## src/rtl/gpio_switch_debounce.sv

```systemverilog
// Per-bit two-flop synchroniser and stability-counter debouncer for board switches.
// Produces a registered clean level plus one-cycle rise/fall/change strobes.
module gpio_switch_debounce #(
  parameter int WIDTH           = 4,
  parameter int DEBOUNCE_CYCLES = 100000,
  parameter int CNT_W           = 17
) (
  input  logic             SYSTEMCLOCK,
  input  logic             RESET_N,
  input  logic [WIDTH-1:0] switch_raw,
  output logic [WIDTH-1:0] switch_stable,
  output logic [WIDTH-1:0] switch_rise,
  output logic [WIDTH-1:0] switch_fall,
  output logic             switch_changed
);

  if (DEBOUNCE_CYCLES < 2) begin : g_bad_cycles
    $error("gpio_switch_debounce: DEBOUNCE_CYCLES must be 2 or more");
  end
  if ((64'd1 << CNT_W) < 64'(DEBOUNCE_CYCLES)) begin : g_bad_cnt_w
    $error("gpio_switch_debounce: CNT_W too narrow for DEBOUNCE_CYCLES");
  end

  localparam logic [CNT_W-1:0] CNT_MAX = CNT_W'(DEBOUNCE_CYCLES - 1);

  logic [WIDTH-1:0] sync0_q, sync1_q;
  logic [CNT_W-1:0] cnt_q [WIDTH];
  logic [CNT_W-1:0] cnt_d [WIDTH];
  logic [WIDTH-1:0] stable_q, stable_d;
  logic [WIDTH-1:0] rise_q, rise_d;
  logic [WIDTH-1:0] fall_q, fall_d;
  logic             changed_q, changed_d;

  // A change is accepted on the edge after the counter has seen DEBOUNCE_CYCLES-1
  // consecutive deviations, so the level must differ for DEBOUNCE_CYCLES edges.
  always_comb begin
    stable_d = stable_q;
    rise_d   = '0;
    fall_d   = '0;
    for (int i = 0; i < WIDTH; i++) begin
      cnt_d[i] = cnt_q[i];
      if (sync1_q[i] == stable_q[i]) begin
        cnt_d[i] = '0;
      end else if (cnt_q[i] == CNT_MAX) begin
        cnt_d[i]    = '0;
        stable_d[i] = sync1_q[i];
        rise_d[i]   = sync1_q[i];
        fall_d[i]   = ~sync1_q[i];
      end else begin
        cnt_d[i] = cnt_q[i] + 1'b1;
      end
    end
    changed_d = |(rise_d | fall_d);
  end

  always_ff @(posedge SYSTEMCLOCK or negedge RESET_N) begin
    if (!RESET_N) begin
      sync0_q   <= '0;
      sync1_q   <= '0;
      stable_q  <= '0;
      rise_q    <= '0;
      fall_q    <= '0;
      changed_q <= 1'b0;
      for (int i = 0; i < WIDTH; i++) begin
        cnt_q[i] <= '0;
      end
    end else begin
      sync0_q   <= switch_raw;
      sync1_q   <= sync0_q;
      stable_q  <= stable_d;
      rise_q    <= rise_d;
      fall_q    <= fall_d;
      changed_q <= changed_d;
      for (int i = 0; i < WIDTH; i++) begin
        cnt_q[i] <= cnt_d[i];
      end
    end
  end

  assign switch_stable  = stable_q;
  assign switch_rise    = rise_q;
  assign switch_fall    = fall_q;
  assign switch_changed = changed_q;

endmodule

```

## config.mk

```make
export PLATFORM = sky130hd
export DESIGN_NAME = gpio_switch_debounce
export DESIGN_NICKNAME = d
export VERILOG_FILES = /design/src/rtl/gpio_switch_debounce.sv
export SDC_FILE = /design/constraint.sdc
export NUM_CORES = 1
export LEC_CHECK = 0
export BUFFER_PORTS_ARGS = -buffer_cell sky130_fd_sc_hd__clkbuf_2
export CAP_MARGIN = 20
export CORE_ASPECT_RATIO = 0.6
export CORE_MARGIN = 3
export CORE_UTILIZATION = 61
export CTS_CLUSTER_DIAMETER = 40
export CTS_CLUSTER_SIZE = 16
export DETAILED_ROUTE_END_ITERATION = 8
export PLACE_DENSITY = 0.79
export REMOVE_ABC_BUFFERS = 1
export SETUP_SLACK_MARGIN = 0.1
export SLEW_MARGIN = 20
export SYNTH_ARGS = -nofsm -noshare
export SYNTH_HDL_FRONTEND = slang
export SYNTH_SLANG_ARGS = --single-unit
```

## constraint.sdc

```tcl
create_clock -name SYSTEMCLOCK -period 2 [get_ports SYSTEMCLOCK]
set_input_delay 0.6 -clock SYSTEMCLOCK [delete_from_list [all_inputs] [get_ports SYSTEMCLOCK]]
set_output_delay 0.6 -clock SYSTEMCLOCK [all_outputs]
set_load 0.1 [all_outputs]
```

==> impl_metrics.yaml, run 1 <==
global_route:
  antenna_found_initial: 0
  track_usage_pct: 22.3
  grt_overflow: 0
  grt_pass1_wl_mm: 13.8
  grt_pass1_vias: 2807
  grt_max_degree: 42
worst_hold_path:
  hp-class: "input port to async pin"
setup_path:
  path_max_fanout: 5
  r2r_end: "cnt_q[26]"
  critPathSlowestCell: "buf_2"
  required_ps: 1400
  crit_chain: "buf_2"
  slowest_delay_ps: 450
  worstReg2RegStart: "cnt_q[17]"
  critPathKind: "flop to output pin"
  crit_buf_inv: 1
  crit_family: "buffers and inverters"
  cp.arrival_ps: 1240
  worstSetupStartpointType: "flop"
  cp-end-kind: "output pin"
  r2r_slack_ps: 220
  startpoint: "switch_stable[0]"
  worst_r2r_path_depth: 6
clocking:
  h-tree-depth: 3
  postCtsHoldBufs: 0
  cts.sinks: 89
  cts_setup_buffers: 0
  cts_root_buffer: "clkbuf_8"
  tritoncts: "built"
  clkTransAtPathRegs_ps: 90
  cts_inserted_buffers: 9
  post_cts_resized: 2
  cts.path.max_buffers: 2
  clk_latency_ps: 370
synth:
  ys_ff_latch: 89
  synthDistinctLibCells: 37
  synth-async-reset-ratio_pct: 100
  synth.top_cell.area_share_pct: 54.5
  synth_seq_area_share_pct: 54.5
  ys_top_cells_by_count: "dfrtp_1 (89), nor2_1 (66), xnor2_1 (40)"
  yosys_warnings: 0
  synth_most_common_cell: "dfrtp_1"
  syn-instance-count: 384
  synth_edf_count: 0
  yosys-top-cells-area: "dfrtp_1 (55%), xnor2_1 (8.6%), nor2_1 (6.1%), xor2_1 (4.5%), nand4_1 (3.2%)"
  yosys.area.top_type: "dfrtp_1"
  ys.flop_type: "dfrtp_1"
  synth_area_sq_um: 4090
  avgSynthCellArea_sq_um: 10.6
power_and_ir_drop:
  power_density_nw_per_um2: 722
  power_uw: 3280
  leakagePower_uw: 0.00189
  ir_worst_vdd_mv: 0.636
timing:
  maxSlewHeadroom_pct: 63.7
  rsz0062_at_grt: "no"
  maxSlewViolCount: 0
  finalHoldViolations: 0
  timing.hold.ws_ps: 106
  worst_pin_slew_ps: 547
  fin_setup_tns_ps: 0
  final-setup-viol-count: 0
  maxClockFrequency_mhz: 544
  finalWorstSetupSlack_ps: 160
  finalCriticalPeriod_ps: 1840
  fin_skew_ps: 7.39
  min_period_over_period_pct: 92.0
drt:
  viasPerCell: 5.91
  drt-total-wl_mm: 7.97
  antenna_left: 0
  drt_iter0_markers: 235
  post-route-drc-count: 0
  wl_per_cell_um: 15.9
  first_pass_iters: 4
  routed-via-count: 2968
place:
  io_buffers: 18
  pre_cts_slack_ps: 249
  place_hpwl_mm: 5.53
  place_congestion: 0.874
cells_and_area:
  multi_input_area_sq_um: 1780
  fillCellCount: 449
  fin_util_pct: 72.1
  area_growth_pct: 11.1
  ff_latch_area_sq_um: 2230
  n_antenna_cell: 0
  nets: 423
  drive_above_1_share_pct: 12.7
run:
  drv_cap: 0
die:
  initial_utilization_pct: 64.8
  coreArea_sq_um: 6300
  rows: 22
  die_area_sq_um: 7750
  ios: 19
  die_w_um: 112
  die_height_um: 69.4
run_status:
  status: "complete, no violations"
[placed cells by master, fill, tap and decap left out, types with 13 or more instances in the layout]
cell type and instances:
nand3_1 20, clkbuf_2 13, xor2_1 21, nand2_1 20, nor4_1 19, xnor2_1 40, nor2_1 66, nand4_1 21
dfrtp_1 89
[metal layers]
metal	wire length (um)	track usage, %	up-vias
li1	-	-	1415
met3	457	7.06	11
met4	115	7.02	0
met2	3390	30.7	89
met5	0	0	-
met1	4010	33.6	1453
[metrics by stage]
step / cells / area [sq um]
final: 502 / 4540
after floorplan: 375 / 4040
after CTS: 502 / 4540
after global placement: 486 / 4330
after detailed placement: 486 / 4330
after global routing: 502 / 4540
[power breakdown]
part           leakage, uW  switching (uW)  internal (uW)
sequential         0.00122            29.5           1830
combinational     0.000565            82.6           44.8
clock             0.000108             667            629
[area by class of cell]
type,instances,share of cell area (%)
Clock inverter,6,1.63
Tap cell,84,2.31
Timing Repair Buffer,27,4.19
Sequential cell,89,49.0
Multi-Input combinational cell,278,39.1
Clock buffer,10,3.03
Inverter,8,0.661
[flip-flops by register name, summed over array words and instances (netlist names)]
signal,flops
cnt_q,68
switch_changed,1
switch_fall,4
switch_rise,4
switch_stable,4
sync0_q,4
sync1_q,4
[how the worst max path moves through the flow]
stage | to | slack [ps] | cells after the start
CTS | switch_stable[3] | 110 | 1
global placement | cnt_q[20] | 310 | 6
global route | cnt_q[29] | 100 | 6
detailed placement | cnt_q[26] | 250 | 6
floorplan | cnt_q[36] | 220 | 3
finish | switch_stable[0] | 160 | 1
[cells by family (layout without fill, tap and decap cells)]
family	after synthesis	after routing	synth area share, %
and+or+nand+nor	199	199	26.5
xor gates and xnor gates	61	61	13.1
AOI/OAI and AO/OA	10	10	1.62
buffers and inverters	17	51	1.99
muxes	4	4	1.10
adders and majority gates	4	4	1.22
DFF	89	89	54.5
No activity file was read; power rests on OpenSTA's default activity.
==> run 2, diff against run 1 <==
--- a/config.mk
+++ b/config.mk
@@ -8,7 +8,7 @@
 export BUFFER_PORTS_ARGS = -buffer_cell sky130_fd_sc_hd__clkbuf_2
 export CAP_MARGIN = 20
 export CORE_ASPECT_RATIO = 0.6
-export CORE_MARGIN = 3
+export CORE_MARGIN = 4
 export CORE_UTILIZATION = 61
 export CTS_CLUSTER_DIAMETER = 40
 export CTS_CLUSTER_SIZE = 16
==> run 2 against run 1 <==
Wire length down 2.5%. Sequential cell count unchanged. Sequential share of layout area down 0.38 points. Power up 0.52%. Worst setup slack better by 11 ps. Global-route usage down 0.91 points. Clock skew up 2.9 ps.
==> impl_metrics.yaml, run 2 (synthesized netlist as in run 1, its figures left out) <==
run_status:
  status: "complete, no violations"
drt:
  drt_iter0_markers: 291
  post-route-drc-count: 0
  wl_per_cell_um: 15.4
  routed-via-count: 2892
  drt-total-wl_mm: 7.77
  antenna_left: 0
  viasPerCell: 5.73
  first_pass_iters: 5
timing:
  fin_skew_ps: 10.3
  rsz0062_at_grt: "yes"
  final-setup-viol-count: 0
  worst_pin_slew_ps: 544
  finalHoldViolations: 0
  finalCriticalPeriod_ps: 1830
  maxSlewViolCount: 0
  maxClockFrequency_mhz: 547
  min_period_over_period_pct: 91.4
  fin_setup_tns_ps: 0
  maxSlewHeadroom_pct: 63.9
die:
  rows: 22
  die_w_um: 114
  initial_utilization_pct: 64.8
  ios: 19
  die_height_um: 71.4
  coreArea_sq_um: 6300
  die_area_sq_um: 8120
clocking:
  cts_inserted_buffers: 9
  cts.path.max_buffers: 2
  postCtsHoldBufs: 0
  h-tree-depth: 3
  clkTransAtPathRegs_ps: 90
  cts.sinks: 89
  clk_latency_ps: 360
  cts_root_buffer: "clkbuf_8"
  tritoncts: "built"
place:
  dp.cells: 488
  place_hpwl_mm: 5.45
  io_buffers: 18
  place_congestion: 0.879
run:
  drv_cap: 0
setup_path:
  cp-end-kind: "output pin"
  crit_chain: "buf_2"
  endpoint: "switch_stable[3]"
  startpoint: "switch_stable[3]"
  path_max_fanout: 5
  critPathSlowestCell: "buf_2"
  path_depth: 1
  critPathKind: "flop to output pin"
  r2r_slack_ps: 250
  worstReg2RegStart: "cnt_q[0]"
  worst_r2r_path_depth: 6
  r2r_end: "cnt_q[13]"
  worstSetupStartpointType: "flop"
  crit_family: "buffers and inverters"
  slowest_delay_ps: 450
  crit_buf_inv: 1
  cp.arrival_ps: 1230
  required_ps: 1400
global_route:
  grt_pass1_vias: 2853
  grt_overflow: 0
  antenna_found_initial: 0
  grt_pass1_wl_mm: 13.8
  track_usage_pct: 21.4
  grt_max_degree: 49
cells_and_area:
  fillCellCount: 467
  most-common-layout-cells: "dfrtp_1 (89), nor2_1 (66), xnor2_1 (40)"
  final_cells: 505
  ff_latch_area_sq_um: 2230
  layout_commonest_cell: "dfrtp_1"
  largest_register_ffs: 68
  multi_input_area_sq_um: 1780
  top_register: "cnt_q"
  drive_above_1_share_pct: 12.8
  n_antenna_cell: 0
  area_growth_pct: 12.0
  nets: 426
power_and_ir_drop:
  leakagePower_uw: 0.00190
  power_density_nw_per_um2: 720
  ir_worst_vdd_mv: 0.623
worst_hold_path:
  hp-class: "input port to async pin"
## run 2: cell count changes in the layout (fill, tap and decap cells not counted), sizes merged
cell,delta
buf,+3
bufinv,+1
clkbuf,+1
clkinv,-1
clkinvlp,+2
inv,-3
## run 2: area by class of cell
class | count | share of cell area, %
multi-input cells | 278 | 38.8
clock inverters | 5 | 1.75
flip-flops and latches | 89 | 48.7
clock buffers | 11 | 2.87
repair buffers | 30 | 4.92
inverters | 8 | 0.656
well taps | 84 | 2.30
## run 2: worst min-delay path by stage
stage | end | cells after the start
3_5_place_dp | sync1_q[1] | 0
5_1_grt | cnt_q[59] | 1
4_1_cts | cnt_q[58] | 1
3_3_place_gp | sync1_q[2] | 0
6_report | cnt_q[10] | 1
2_1_floorplan | cnt_q[0] | 0
## run 2: stage by stage
stage | setup WS [ps] | total power [uW] | util, % | hold slack (ps) | cell area [sq um]
6_report | 171 | 3300 | 72.6 | 163 | 4580
5_1_grt | 95.6 | 3460 | 72.6 | 161 | 4580
4_1_cts | 109 | 3340 | 72.5 | 150 | 4570
3_5_place_dp | 233 | 2030 | 69.1 | 336 | 4350
3_3_place_gp | 284 | 2020 | 69.1 | 333 | 4350
2_1_floorplan | 217 | 1940 | - | 304 | 4040
## run 2: layer usage
metal | vias to the layer above | global-route usage, % | wire [um]
met3 | 4 | 7.43 | 382
met5 | - | 0 | 0
li1 | 1427 | - | -
met4 | 0 | 5.60 | 23
met1 | 1391 | 31.4 | 3900
met2 | 70 | 30.5 | 3460
## run 2: power breakdown
group	leakage (uW)	total, uW	switching (uW)	internal (uW)
sequential	0.00122	1860	31.6	1830
combinational	0.000582	131	84.0	47.3
clock	0.0000995	1310	605	702
## run 2: timing repair
action                                  4_1_cts  5_1_grt
endpoints found under the setup margin        2       13
setup buffers                                 0        1
endpoints found under the hold margin         0        0
pin swaps                                     0        0
resized for setup                             2        2
==> run 3, diff against run 2 <==
--- a/config.mk
+++ b/config.mk
@@ -5,18 +5,18 @@
 export SDC_FILE = /design/constraint.sdc
 export NUM_CORES = 1
 export LEC_CHECK = 0
+export ABC_AREA = 1
 export BUFFER_PORTS_ARGS = -buffer_cell sky130_fd_sc_hd__clkbuf_2
 export CAP_MARGIN = 20
 export CORE_ASPECT_RATIO = 0.6
 export CORE_MARGIN = 4
-export CORE_UTILIZATION = 61
+export CORE_UTILIZATION = 64
 export CTS_CLUSTER_DIAMETER = 40
 export CTS_CLUSTER_SIZE = 16
 export DETAILED_ROUTE_END_ITERATION = 8
-export PLACE_DENSITY = 0.79
+export PLACE_DENSITY = 0.82
 export REMOVE_ABC_BUFFERS = 1
 export SETUP_SLACK_MARGIN = 0.1
-export SLEW_MARGIN = 20
 export SYNTH_ARGS = -nofsm -noshare
 export SYNTH_HDL_FRONTEND = slang
 export SYNTH_SLANG_ARGS = --single-unit
==> constraint.sdc (replaced) <==
create_clock -name SYSTEMCLOCK -period 2.2 [get_ports SYSTEMCLOCK]
set_input_delay 0.66 -clock SYSTEMCLOCK [delete_from_list [all_inputs] [get_ports SYSTEMCLOCK]]
set_output_delay 0.66 -clock SYSTEMCLOCK [all_outputs]
set_load 0.1 [all_outputs]
==> run 3 against run 2 <==
Critical path depth unchanged. Sequential power shrank 9.7%. Core utilization grew 3.3 points. Largest cell class unchanged. Worst setup slack improved by 120 ps.
==> impl_metrics.yaml, run 3 <==
run_status:
  status: "complete, no violations"
setup_path:
  critPathKind: "flop to output pin"
  crit_family: "buffers and inverters"
  slowest_delay_ps: 490
  startpoint: "switch_stable[2]"
  path_max_fanout: 5
  cp-end-kind: "output pin"
  worstReg2RegStart: "cnt_q[34]"
  crit_chain: "clkbuf_2"
  cp.arrival_ps: 1240
  worstSetupStartpointType: "flop"
  crit_buf_inv: 1
  required_ps: 1540
  critPathSlowestCell: "clkbuf_2"
timing:
  finalCriticalPeriod_ps: 1900
  finalHoldViolations: 0
  final-setup-viol-count: 0
  rsz0062_at_grt: "no"
  min_period_over_period_pct: 86.6
  fin_setup_tns_ps: 0
  maxSlewViolCount: 0
  maxSlewHeadroom_pct: 63.5
  maxClockFrequency_mhz: 525
  fin_skew_ps: 6.20
  timing.hold.ws_ps: 273
  worst_pin_slew_ps: 550
clocking:
  cts_root_buffer: "clkbuf_16"
  cts_setup_buffers: 0
  h-tree-depth: 3
  post_cts_resized: 0
  clk_latency_ps: 340
  postCtsHoldBufs: 0
  clkTransAtPathRegs_ps: 60
  tritoncts: "built"
  cts.sinks: 89
  cts.path.max_buffers: 2
  cts_inserted_buffers: 9
synth:
  ys_ff_latch: 89
  synth_area_sq_um: 4690
  synth_edf_count: 0
  synthDistinctLibCells: 23
  ys_top_cells_by_count: "nor2_1 (147), nand2_1 (145), inv_1 (91)"
  ys.flop_type: "dfrtp_1"
  yosys.area.top_type: "dfrtp_1"
  avgSynthCellArea_sq_um: 7.39
  yosys-top-cells-area: "dfrtp_1 (48%), nor2_1 (12%), nand2_1 (12%), inv_1 (7.3%), nand3_1 (3.8%)"
  synth_seq_area_share_pct: 47.5
  syn-instance-count: 634
  synth.top_cell.area_share_pct: 47.5
  yosys_warnings: 0
  synth-async-reset-ratio_pct: 100
  synth_most_common_cell: "nor2_1"
cells_and_area:
  fillCellCount: 502
  most-common-layout-cells: "nor2_1 (147), nand2_1 (145), inv_1 (91)"
  area_growth_pct: 11.4
  drive_above_1_share_pct: 11.8
  layout_commonest_cell: "nor2_1"
  nets: 677
  top_register: "cnt_q"
  n_antenna_cell: 0
  largest_register_ffs: 68
global_route:
  grt_pass1_wl_mm: 18.6
  grt_overflow: 0
  grt_pass1_vias: 4049
  track_usage_pct: 26.5
  grt_max_degree: 42
  antenna_found_initial: 0
drt:
  post-route-drc-count: 0
  drt_iter0_markers: 459
  first_pass_iters: 5
  drt-total-wl_mm: 10.7
  routed-via-count: 4201
  antenna_left: 0
  viasPerCell: 5.53
  wl_per_cell_um: 14.1
worst_hold_path:
  hp-class: "input port to async pin"
power_and_ir_drop:
  leakagePower_uw: 0.00241
  power_uw: 3280
  power_density_nw_per_um2: 628
  ir_worst_vdd_mv: 0.600
die:
  die_height_um: 74.3
  rows: 23
  coreArea_sq_um: 6880
  die_w_um: 118
  initial_utilization_pct: 68.2
  ios: 19
  die_area_sq_um: 8800
place:
  io_buffers: 18
  place_congestion: 0.917
  place_hpwl_mm: 7.81
run:
  drv_cap: 0
run 3: cell count changes in the layout (fill, tap and decap cells not counted), sizes merged, moves of 14 or more:
cell,delta
xor2,-15
nor3,+23
inv,+85
xnor2,-40
nand3,+14
nor4,-19
nand2,+141
nor2,+98
run 3: per-stage QoR:
step           worst slack [ps]  util, %  instance area [sq um]  cells
2_1_floorplan               396        -                   4690    634
3_3_place_gp                692     71.7                   4930    743
3_5_place_dp                606     71.7                   4930    743
4_1_cts                     288     76.0                   5220    759
5_1_grt                     264     76.0                   5220    759
6_report                    295     76.0                   5220    759
run 3: area by class of cell:
cell class / count / area (sq um) / area share (%)
Sequential cell: 89 / 2230 / 42.6
Tap cell: 87 / 109 / 2.08
Clock buffer: 11 / 253 / 4.84
Clock inverter: 5 / 38.8 / 0.743
Timing Repair Buffer: 22 / 135 / 2.59
Inverter: 92 / 345 / 6.61
Multi-Input combinational cell: 453 / 2120 / 40.5
run 3: metal layers:
metal,track usage (%),wire (um),vias to the layer above
li1,-,-,2033
met1,35.5,4950,1973
met2,44.2,4920,185
met3,5.70,768,10
met4,8.99,80,0
met5,0,0,-
run 3: logic make-up after synthesis:
group / Yosys count / share of synthesized area, %
fa+ha+maj: 4 / 1.07
compound gates: 40 / 4.96
xor+xnor: 6 / 1.12
buf+inv: 92 / 7.37
simple gates: 403 / 38.0
flops: 89 / 47.5
run 3: worst paths after layout:
path,to,slack [ps],cells after the start
max in group asynchronous,switch_stable[1],1350,2
hold / removal,cnt_q[29],270,1
setup / recovery,switch_stable[2],300,1
setup reg to reg,cnt_q[42],530,8
min in group SYSTEMCLOCK,sync1_q[2],350,0
hold reg to reg,sync1_q[2],350,0
run 3: where the power goes:
part	switching, uW	total, uW	leakage [uW]	internal [uW]
Clock	653	1490	0.000142	833
Sequential	17.5	1680	0.00122	1660
Combinational	83.7	117	0.00105	33.2
